--- src/rtl/ysyx_041514_alu_div_slow_if.sv ---
// Request/result bundle between the EXU and the iterative divider.
// The requester holds div_valid_i high for the whole operation and
// the divider answers with a one-cycle div_ready_o pulse.
interface ysyx_041514_alu_div_slow_if #(
   parameter int XLEN = 64
);
   logic            div_signed_valid_i;
   logic [XLEN-1:0] dividend_i;
   logic [XLEN-1:0] divisor_i;
   logic            div_valid_i;
   logic            div_ready_o;
   logic [XLEN-1:0] quotient_o;
   logic [XLEN-1:0] remainder_o;

   modport master (
      output div_signed_valid_i,
      output dividend_i,
      output divisor_i,
      output div_valid_i,
      input  div_ready_o,
      input  quotient_o,
      input  remainder_o
   );

   modport slave (
      input  div_signed_valid_i,
      input  dividend_i,
      input  divisor_i,
      input  div_valid_i,
      output div_ready_o,
      output quotient_o,
      output remainder_o
   );
endinterface

--- src/rtl/ysyx_041514_alu_div_slow.sv ---
// Iterative restoring divider, one quotient bit per cycle, serving
// DIV/DIVU/REM/REMU. Quotient and remainder are produced together.
//
// Optional feature macro: YSYX_041514_DIV_EARLY_OUT_EN
//   defined   : divide-by-zero and signed overflow are answered directly
//               from IDLE, ready one cycle after acceptance.
//   undefined : special cases run the full iteration and are overridden
//               at the finish step. Results are identical either way.
//
// state   | meaning
// --------+----------------------------------------------------------
// ST_RST  | one cycle after reset, ignores requests
// ST_IDLE | waiting for div_valid_i, clears ready and step counter
// ST_CALC | one restoring step per cycle, finish when count == XLEN
module ysyx_041514_alu_div_slow #(
   parameter int XLEN = 64
) (
   input  logic                           clk,
   input  logic                           rst,
   ysyx_041514_alu_div_slow_if.slave      bus
);

   localparam int              CW         = $clog2(XLEN + 1);
   localparam logic [CW-1:0]   COUNT_LAST = CW'(XLEN);
   localparam logic [XLEN-1:0] INT_MIN    = {1'b1, {(XLEN-1){1'b0}}};

   typedef enum logic [1:0] {
      ST_RST,
      ST_IDLE,
      ST_CALC
   } state_t;

   state_t          state;
   state_t          state_nxt;

   logic [CW-1:0]   count_r;
   logic [XLEN:0]   rem_r;
   logic [XLEN-1:0] quo_r;
   logic [XLEN-1:0] dvs_r;
   logic [XLEN-1:0] dividend_lat_r;
   logic            q_sign_r;
   logic            r_sign_r;
   logic            div_zero_r;
   logic            ovf_r;

   logic            ready_r;
   logic [XLEN-1:0] quotient_r;
   logic [XLEN-1:0] remainder_r;

   // Control strobes from the FSM
   logic            accept;
   logic            step;
   logic            finish;
   logic            early;

   // Incoming operand decode
   logic            sa_in;
   logic            sb_in;
   logic            div_zero_in;
   logic            ovf_in;
   logic            special_in;
   logic [XLEN-1:0] dividend_abs;
   logic [XLEN-1:0] divisor_abs;

   // Restoring step datapath
   logic [XLEN:0]   rem_shift;
   logic [XLEN:0]   rem_sub;
   logic            rem_ge;

   // Final result selection
   logic [XLEN-1:0] fin_q;
   logic [XLEN-1:0] fin_r;
   logic [XLEN-1:0] early_q;
   logic [XLEN-1:0] early_r;

   assign bus.div_ready_o = ready_r;
   assign bus.quotient_o  = quotient_r;
   assign bus.remainder_o = remainder_r;

   // Sign, magnitude and special-case decode of the live operands
   always_comb begin
      sa_in        = bus.div_signed_valid_i & bus.dividend_i[XLEN-1];
      sb_in        = bus.div_signed_valid_i & bus.divisor_i[XLEN-1];
      dividend_abs = sa_in ? (~bus.dividend_i + 1'b1) : bus.dividend_i;
      divisor_abs  = sb_in ? (~bus.divisor_i + 1'b1)  : bus.divisor_i;
      div_zero_in  = (bus.divisor_i == '0);
      ovf_in       = bus.div_signed_valid_i && (bus.dividend_i == INT_MIN)
                     && (bus.divisor_i == '1);
      special_in   = div_zero_in | ovf_in;
      early_q      = div_zero_in ? '1 : bus.dividend_i;
      early_r      = div_zero_in ? bus.dividend_i : '0;
   end

   // One restoring step: shift in the next dividend bit, subtract if it fits
   always_comb begin
      rem_shift = {rem_r[XLEN-1:0], quo_r[XLEN-1]};
      rem_sub   = rem_shift - {1'b0, dvs_r};
      rem_ge    = (rem_shift >= {1'b0, dvs_r});
   end

   // Sign fixup with special-case override at the finish step
   always_comb begin
      fin_q = q_sign_r ? (~quo_r + 1'b1) : quo_r;
      fin_r = r_sign_r ? (~rem_r[XLEN-1:0] + 1'b1) : rem_r[XLEN-1:0];
      if (div_zero_r) begin
         fin_q = '1;
         fin_r = dividend_lat_r;
      end else if (ovf_r) begin
         fin_q = dividend_lat_r;
         fin_r = '0;
      end
   end

   // State register
   always_ff @(posedge clk) begin
      if (rst) begin
         state <= ST_RST;
      end else begin
         state <= state_nxt;
      end
   end

   // Next state and control strobes
   always_comb begin
      state_nxt = state;
      accept    = 1'b0;
      step      = 1'b0;
      finish    = 1'b0;
      early     = 1'b0;
      case (state)
         ST_RST: begin
            state_nxt = ST_IDLE;
         end
         ST_IDLE: begin
            if (bus.div_valid_i) begin
`ifdef YSYX_041514_DIV_EARLY_OUT_EN
               if (special_in) begin
                  early = 1'b1;
               end else begin
                  accept    = 1'b1;
                  state_nxt = ST_CALC;
               end
`else
               accept    = 1'b1;
               state_nxt = ST_CALC;
`endif
            end
         end
         ST_CALC: begin
            // A dropped request abandons the operation, even on the last step
            if (!bus.div_valid_i) begin
               state_nxt = ST_IDLE;
            end else if (count_r == COUNT_LAST) begin
               finish    = 1'b1;
               state_nxt = ST_IDLE;
            end else begin
               step = 1'b1;
            end
         end
         default: begin
            state_nxt = ST_RST;
         end
      endcase
   end

   // Operand latch, iteration registers and step counter
   always_ff @(posedge clk) begin
      if (rst) begin
         count_r        <= '0;
         rem_r          <= '0;
         quo_r          <= '0;
         dvs_r          <= '0;
         dividend_lat_r <= '0;
         q_sign_r       <= 1'b0;
         r_sign_r       <= 1'b0;
         div_zero_r     <= 1'b0;
         ovf_r          <= 1'b0;
      end else begin
         if (state != ST_CALC) begin
            count_r <= '0;
         end
         if (accept) begin
            rem_r          <= '0;
            quo_r          <= dividend_abs;
            dvs_r          <= divisor_abs;
            dividend_lat_r <= bus.dividend_i;
            q_sign_r       <= sa_in ^ sb_in;
            r_sign_r       <= sa_in;
            div_zero_r     <= div_zero_in;
            ovf_r          <= ovf_in;
         end
         if (step) begin
            rem_r   <= rem_ge ? rem_sub : rem_shift;
            quo_r   <= {quo_r[XLEN-2:0], rem_ge};
            count_r <= count_r + 1'b1;
         end
      end
   end

   // Registered results and the one-cycle ready pulse
   always_ff @(posedge clk) begin
      if (rst) begin
         ready_r     <= 1'b0;
         quotient_r  <= '0;
         remainder_r <= '0;
      end else begin
         ready_r <= finish | early;
         if (finish) begin
            quotient_r  <= fin_q;
            remainder_r <= fin_r;
         end else if (early) begin
            quotient_r  <= early_q;
            remainder_r <= early_r;
         end
      end
   end

endmodule

--- src/flat_wrapper.sv ---
// flat-port wrapper written by rule: the top's interface ports become plain ports
module ysyx_041514_alu_div_slow_flat 
#(
   parameter int XLEN = 64
)
  (clk, rst, bus_div_signed_valid_i, bus_dividend_i, bus_divisor_i, bus_div_valid_i, bus_div_ready_o, bus_quotient_o, bus_remainder_o);
  ysyx_041514_alu_div_slow_if #(.XLEN(XLEN)) bus_i ();
  input  logic clk;
  input  logic rst;
  input wire logic [$bits(bus_i.div_signed_valid_i)-1:0] bus_div_signed_valid_i;
  input wire logic [$bits(bus_i.dividend_i)-1:0] bus_dividend_i;
  input wire logic [$bits(bus_i.divisor_i)-1:0] bus_divisor_i;
  input wire logic [$bits(bus_i.div_valid_i)-1:0] bus_div_valid_i;
  output wire logic [$bits(bus_i.div_ready_o)-1:0] bus_div_ready_o;
  output wire logic [$bits(bus_i.quotient_o)-1:0] bus_quotient_o;
  output wire logic [$bits(bus_i.remainder_o)-1:0] bus_remainder_o;
  assign bus_i.div_signed_valid_i = bus_div_signed_valid_i;
  assign bus_i.dividend_i = bus_dividend_i;
  assign bus_i.divisor_i = bus_divisor_i;
  assign bus_i.div_valid_i = bus_div_valid_i;
  assign bus_div_ready_o = bus_i.div_ready_o;
  assign bus_quotient_o = bus_i.quotient_o;
  assign bus_remainder_o = bus_i.remainder_o;
  ysyx_041514_alu_div_slow #(.XLEN(XLEN)) u_core (.clk(clk), .rst(rst), .bus(bus_i));
endmodule
--- config.mk ---
export PLATFORM = sky130hd
export DESIGN_NAME = ysyx_041514_alu_div_slow_flat
export DESIGN_NICKNAME = d
export VERILOG_FILES = /design/src/rtl/ysyx_041514_alu_div_slow_if.sv /design/src/rtl/ysyx_041514_alu_div_slow.sv /design/src/flat_wrapper.sv
export SDC_FILE = /design/constraint.sdc
export NUM_CORES = 1
export LEC_CHECK = 0
export CORE_ASPECT_RATIO = 0.9
export CORE_MARGIN = 2
export CORE_UTILIZATION = 58
export CTS_CLUSTER_SIZE = 30
export DETAILED_ROUTE_END_ITERATION = 10
export GPL_ROUTABILITY_DRIVEN = 0
export HOLD_SLACK_MARGIN = 0.06
export PLACE_DENSITY_LB_ADDON = 0.1
export SLEW_MARGIN = 5
export SYNTH_ARGS = -nofsm -noshare
export SYNTH_HDL_FRONTEND = slang
export SYNTH_SLANG_ARGS = --single-unit
--- constraint.sdc ---
create_clock -name clk -period 4.6 [get_ports clk]
set_input_delay 0.69 -clock clk [delete_from_list [all_inputs] [get_ports clk]]
set_output_delay 0.69 -clock clk [all_outputs]
set_load 0.01 [all_outputs]
==> flow_summary.toml <==
[job]
max_cap_viol_count = 0

[worst_setup_path]
worstPathArrival_ns = 4.93
worstSetupStartpointType = "flip-flop"
worstPathRequired_ns = 5.08
path_common_cell = "a21oi_1"
critPathTopFamily = "simple AND/OR/NAND/NOR gates"
endpoint_kind = "flip-flop"
cpPeakStageDelay_ns = 0.79
path_max_fanout = 8
slowest_stage = "o311ai_0"
reg2reg_from = "u_core.rem_r[11]$_SDFFE_PP0P_"
crit_buf_inv = 0
path_cells = "or4_1 > nor4b_2 > nand4_1 > nor3_1 > a21oi_1 > a21oi_1 > xor2_1 > o311ai_0 > o21ai_0 > nor2_1"
crit_type = "reg2reg"
critPathLaunch = "u_core.rem_r[11]$_SDFFE_PP0P_"

[clocking]
cts_inserted_buffers = 42
post-cts-setup-buffers = 0
cts_resized = 0
cts_root_buf = "clkbuf_16"
cts_sinks = 398
cts_tree = "done"
ctsHoldBuffers = 0
clk_latency_ns = 0.56
cts_buffer_depth = 3
htree_levels = 2
clk_pin_slew_worst_paths_ns = 0.07

[pwr]
comb_power_share_pct = 16.8
seqPwrFrac_pct = 43.3
power.density_mw_per_mm2 = 292
switchingPower_mw = 2.44
clockPowerShare_pct = 39.8
p_leak_nw = 10.7
power_mw = 8.45
internal-power_mw = 6.01
worst_ir_drop_vdd_mv = 0.308
switching_share_pct = 28.9

[routing]
wirelength_um = 84300
drtIter0Drc = 3414
drtAntennaViolNets = 0
first_pass_iters = 8
vias = 25800
routedWlPerCell_um = 21.6
via_per_inst = 6.60
drc_errors = 0

[place]
pre_cts_slack_ns = 0.205
numPortBuffers = 260
hpwl_um = 61600
dpl-instance-area_mm2 = 0.0276

[global_route]
grt_usage_pct = 36.4
grt_max_degree = 108
antenna_found_initial = 2
grt_pass1_vias = 23700
grt.overflow.total = 0
grt_pass1_wl_um = 130000

[logic_synthesis]
yosys_register_bits = 398
synth-xor-area-share_pct = 10.9
synth_area_mm2 = 0.0246
synth_fa_ha_area_share_pct = 3.69
synthMuxAreaShare_pct = 2.36
syn_nets = 3397
synth_cells = 3193
syn_avg_cell_area_um2 = 7.71
synth_top_family_by_area = "compound AO/OA/AOI/OAI gates"
ys_types = 70
synthSimpleGateAreaFrac_pct = 20.6
yosys_warnings = 0
async_flop_share_pct = 0
synth_edf_count = 0
synth_compound_area_share_pct = 25.1
seq_area_frac_synth_pct = 32.3
ys.flop_type = "dfxtp_1"

[floorplanning]
rows = 71
ios = 261
initial_utilization_pct = 58.9
die_w_um = 221
die_y_um = 199
dieArea_mm2 = 0.0441
fp.coreArea_mm2 = 0.0418

[timing]
rsz0062_at_grt = "false"
hold_viol = 0
slew_headroom_pct = 27.5
layout_setup_ws_ns = 0.151
fmax_ghz = 0.225
slew_violations = 0
worst_pin_slew_ns = 1.09
layout_min_cycle_time_ns = 4.45
setup_viol = 0
post-route-period-util_pct = 96.7
fin_setup_tns_ns = 0
fin_skew_ns = 0.0171

[finish]
mostFrequentLayoutCell = "dfxtp_1"
fin_nets = 3538
mostFrequentLayoutCells = "dfxtp_1, nand2_1, nor2_1, clkdlybuf4s50_1, a21oi_1"
layout-drive-gt1-share_pct = 5.35
final_area_mm2 = 0.0290
fillCellCount = 3447
area_growth_pct = 17.5
ff_latch_area_mm2 = 0.00797
multi_input_area_mm2 = 0.0155

[hold_path]
min_from = "u_core.bus.quotient_o[41]$_SDFFE_PP0P_"
hold_path_class = "reg2reg"

[status]
status = "complete, no violations"
routing by layer:
metal / up-vias / wire, um / global-route usage [%]
met5: - / 0 / 0
li1: 11900 / - / -
met3: 278 / 7980 / 6.81
met2: 1438 / 36300 / 55.2
met4: 0 / 4980 / 20.6
met1: 12200 / 35100 / 48.7
power by group through the flow:
stage | registers, mW | clock network (mW) | logic, mW
floorplan | 3.69 | 0 | 0.922
global placement | 3.73 | 0 | 1.34
detailed placement | 3.73 | 0 | 1.37
CTS | 3.66 | 3.38 | 1.39
global route | 3.67 | 3.53 | 1.54
finish | 3.66 | 3.37 | 1.42
worst register-to-register path, cell delays in order, from the launching register on:
cell and delay, ns:
dfxtp_1 0.40, or4_1 0.63, nor4b_2 0.66, nand4_1 0.35, nor3_1 0.52, a21oi_1 0.29, a21oi_1 0.25, xor2_1 0.15
o311ai_0 0.79, o21ai_0 0.21, nor2_1 0.13
cells in the mapped netlist (46+ instances only):
cell      count  area [um2]
a21oi_1     258        1290
nand4_1      46         288
o31ai_1      68         510
ha_1         71         888
a221oi_1     69         604
a211oi_1     87         653
inv_1       104         390
xnor2_1     175        1530
o21ai_0     180         901
nand2_1     392        1470
nor3_1      123         616
xor2_1      131        1150
mux2i_1      58         581
dfxtp_1     398        7970
a22oi_1      54         405
clkbuf_1    206         773
nor2_1      299        1120
cells by family after synthesis:
logic type,after synthesis
mux,58
xor+xnor,306
buf+inv,325
fa+ha+maj,72
simple gates,1097
flops,398
compound gates,937
final cells by class:
cell class                      count  share of cell area (%)
Clock inverter                     13                   0.333
Inverter                          104                    1.35
Sequential cell                   398                    27.5
Clock buffer                       61                    4.26
Multi-Input combinational cell   2470                    53.5
Tap cell                          547                    2.36
Antenna cell                        2                  0.0173
Timing Repair Buffer              318                    10.6
through the flow:
step                      hold WS [ns]  cells  utilization (%)
after floorplan                  0.432   3193                -
after global placement           0.442   3837             66.0
after detailed placement         0.445   3837             66.0
after CTS                        0.453   3911             69.2
after global routing             0.478   3912             69.2
final                            0.452   3913             69.2
sequential cells by signal, summed over array words and instances, names as in the netlist:
signal                  count
u_core.dividend_lat_r      64
u_core.div_zero_r           1
u_core.r_sign_r             1
u_core.q_sign_r             1
u_core.bus.div_ready_o      1
u_core.rem_r               64
u_core.bus.remainder_o     64
u_core.state                2
u_core.quo_r               64
u_core.bus.quotient_o      64
u_core.dvs_r               64
u_core.count_r              7
u_core.ovf_r                1
worst paths after layout:
| check | slack, ns | cells past startpoint | endpoint |
|---|---|---|---|
| worst min-delay path | 0.45 | 2 | u_core.bus.quotient_o[41]$_SDFFE_PP0P_ |
| worst min register to register | 0.45 | 2 | u_core.bus.quotient_o[41]$_SDFFE_PP0P_ |
| worst max-delay path | 0.15 | 10 | u_core.bus.remainder_o[48]$_SDFFE_PP0P_ |
| worst max register to register | 0.15 | 10 | u_core.bus.remainder_o[48]$_SDFFE_PP0P_ |
Power figures use the tool's default switching activity.
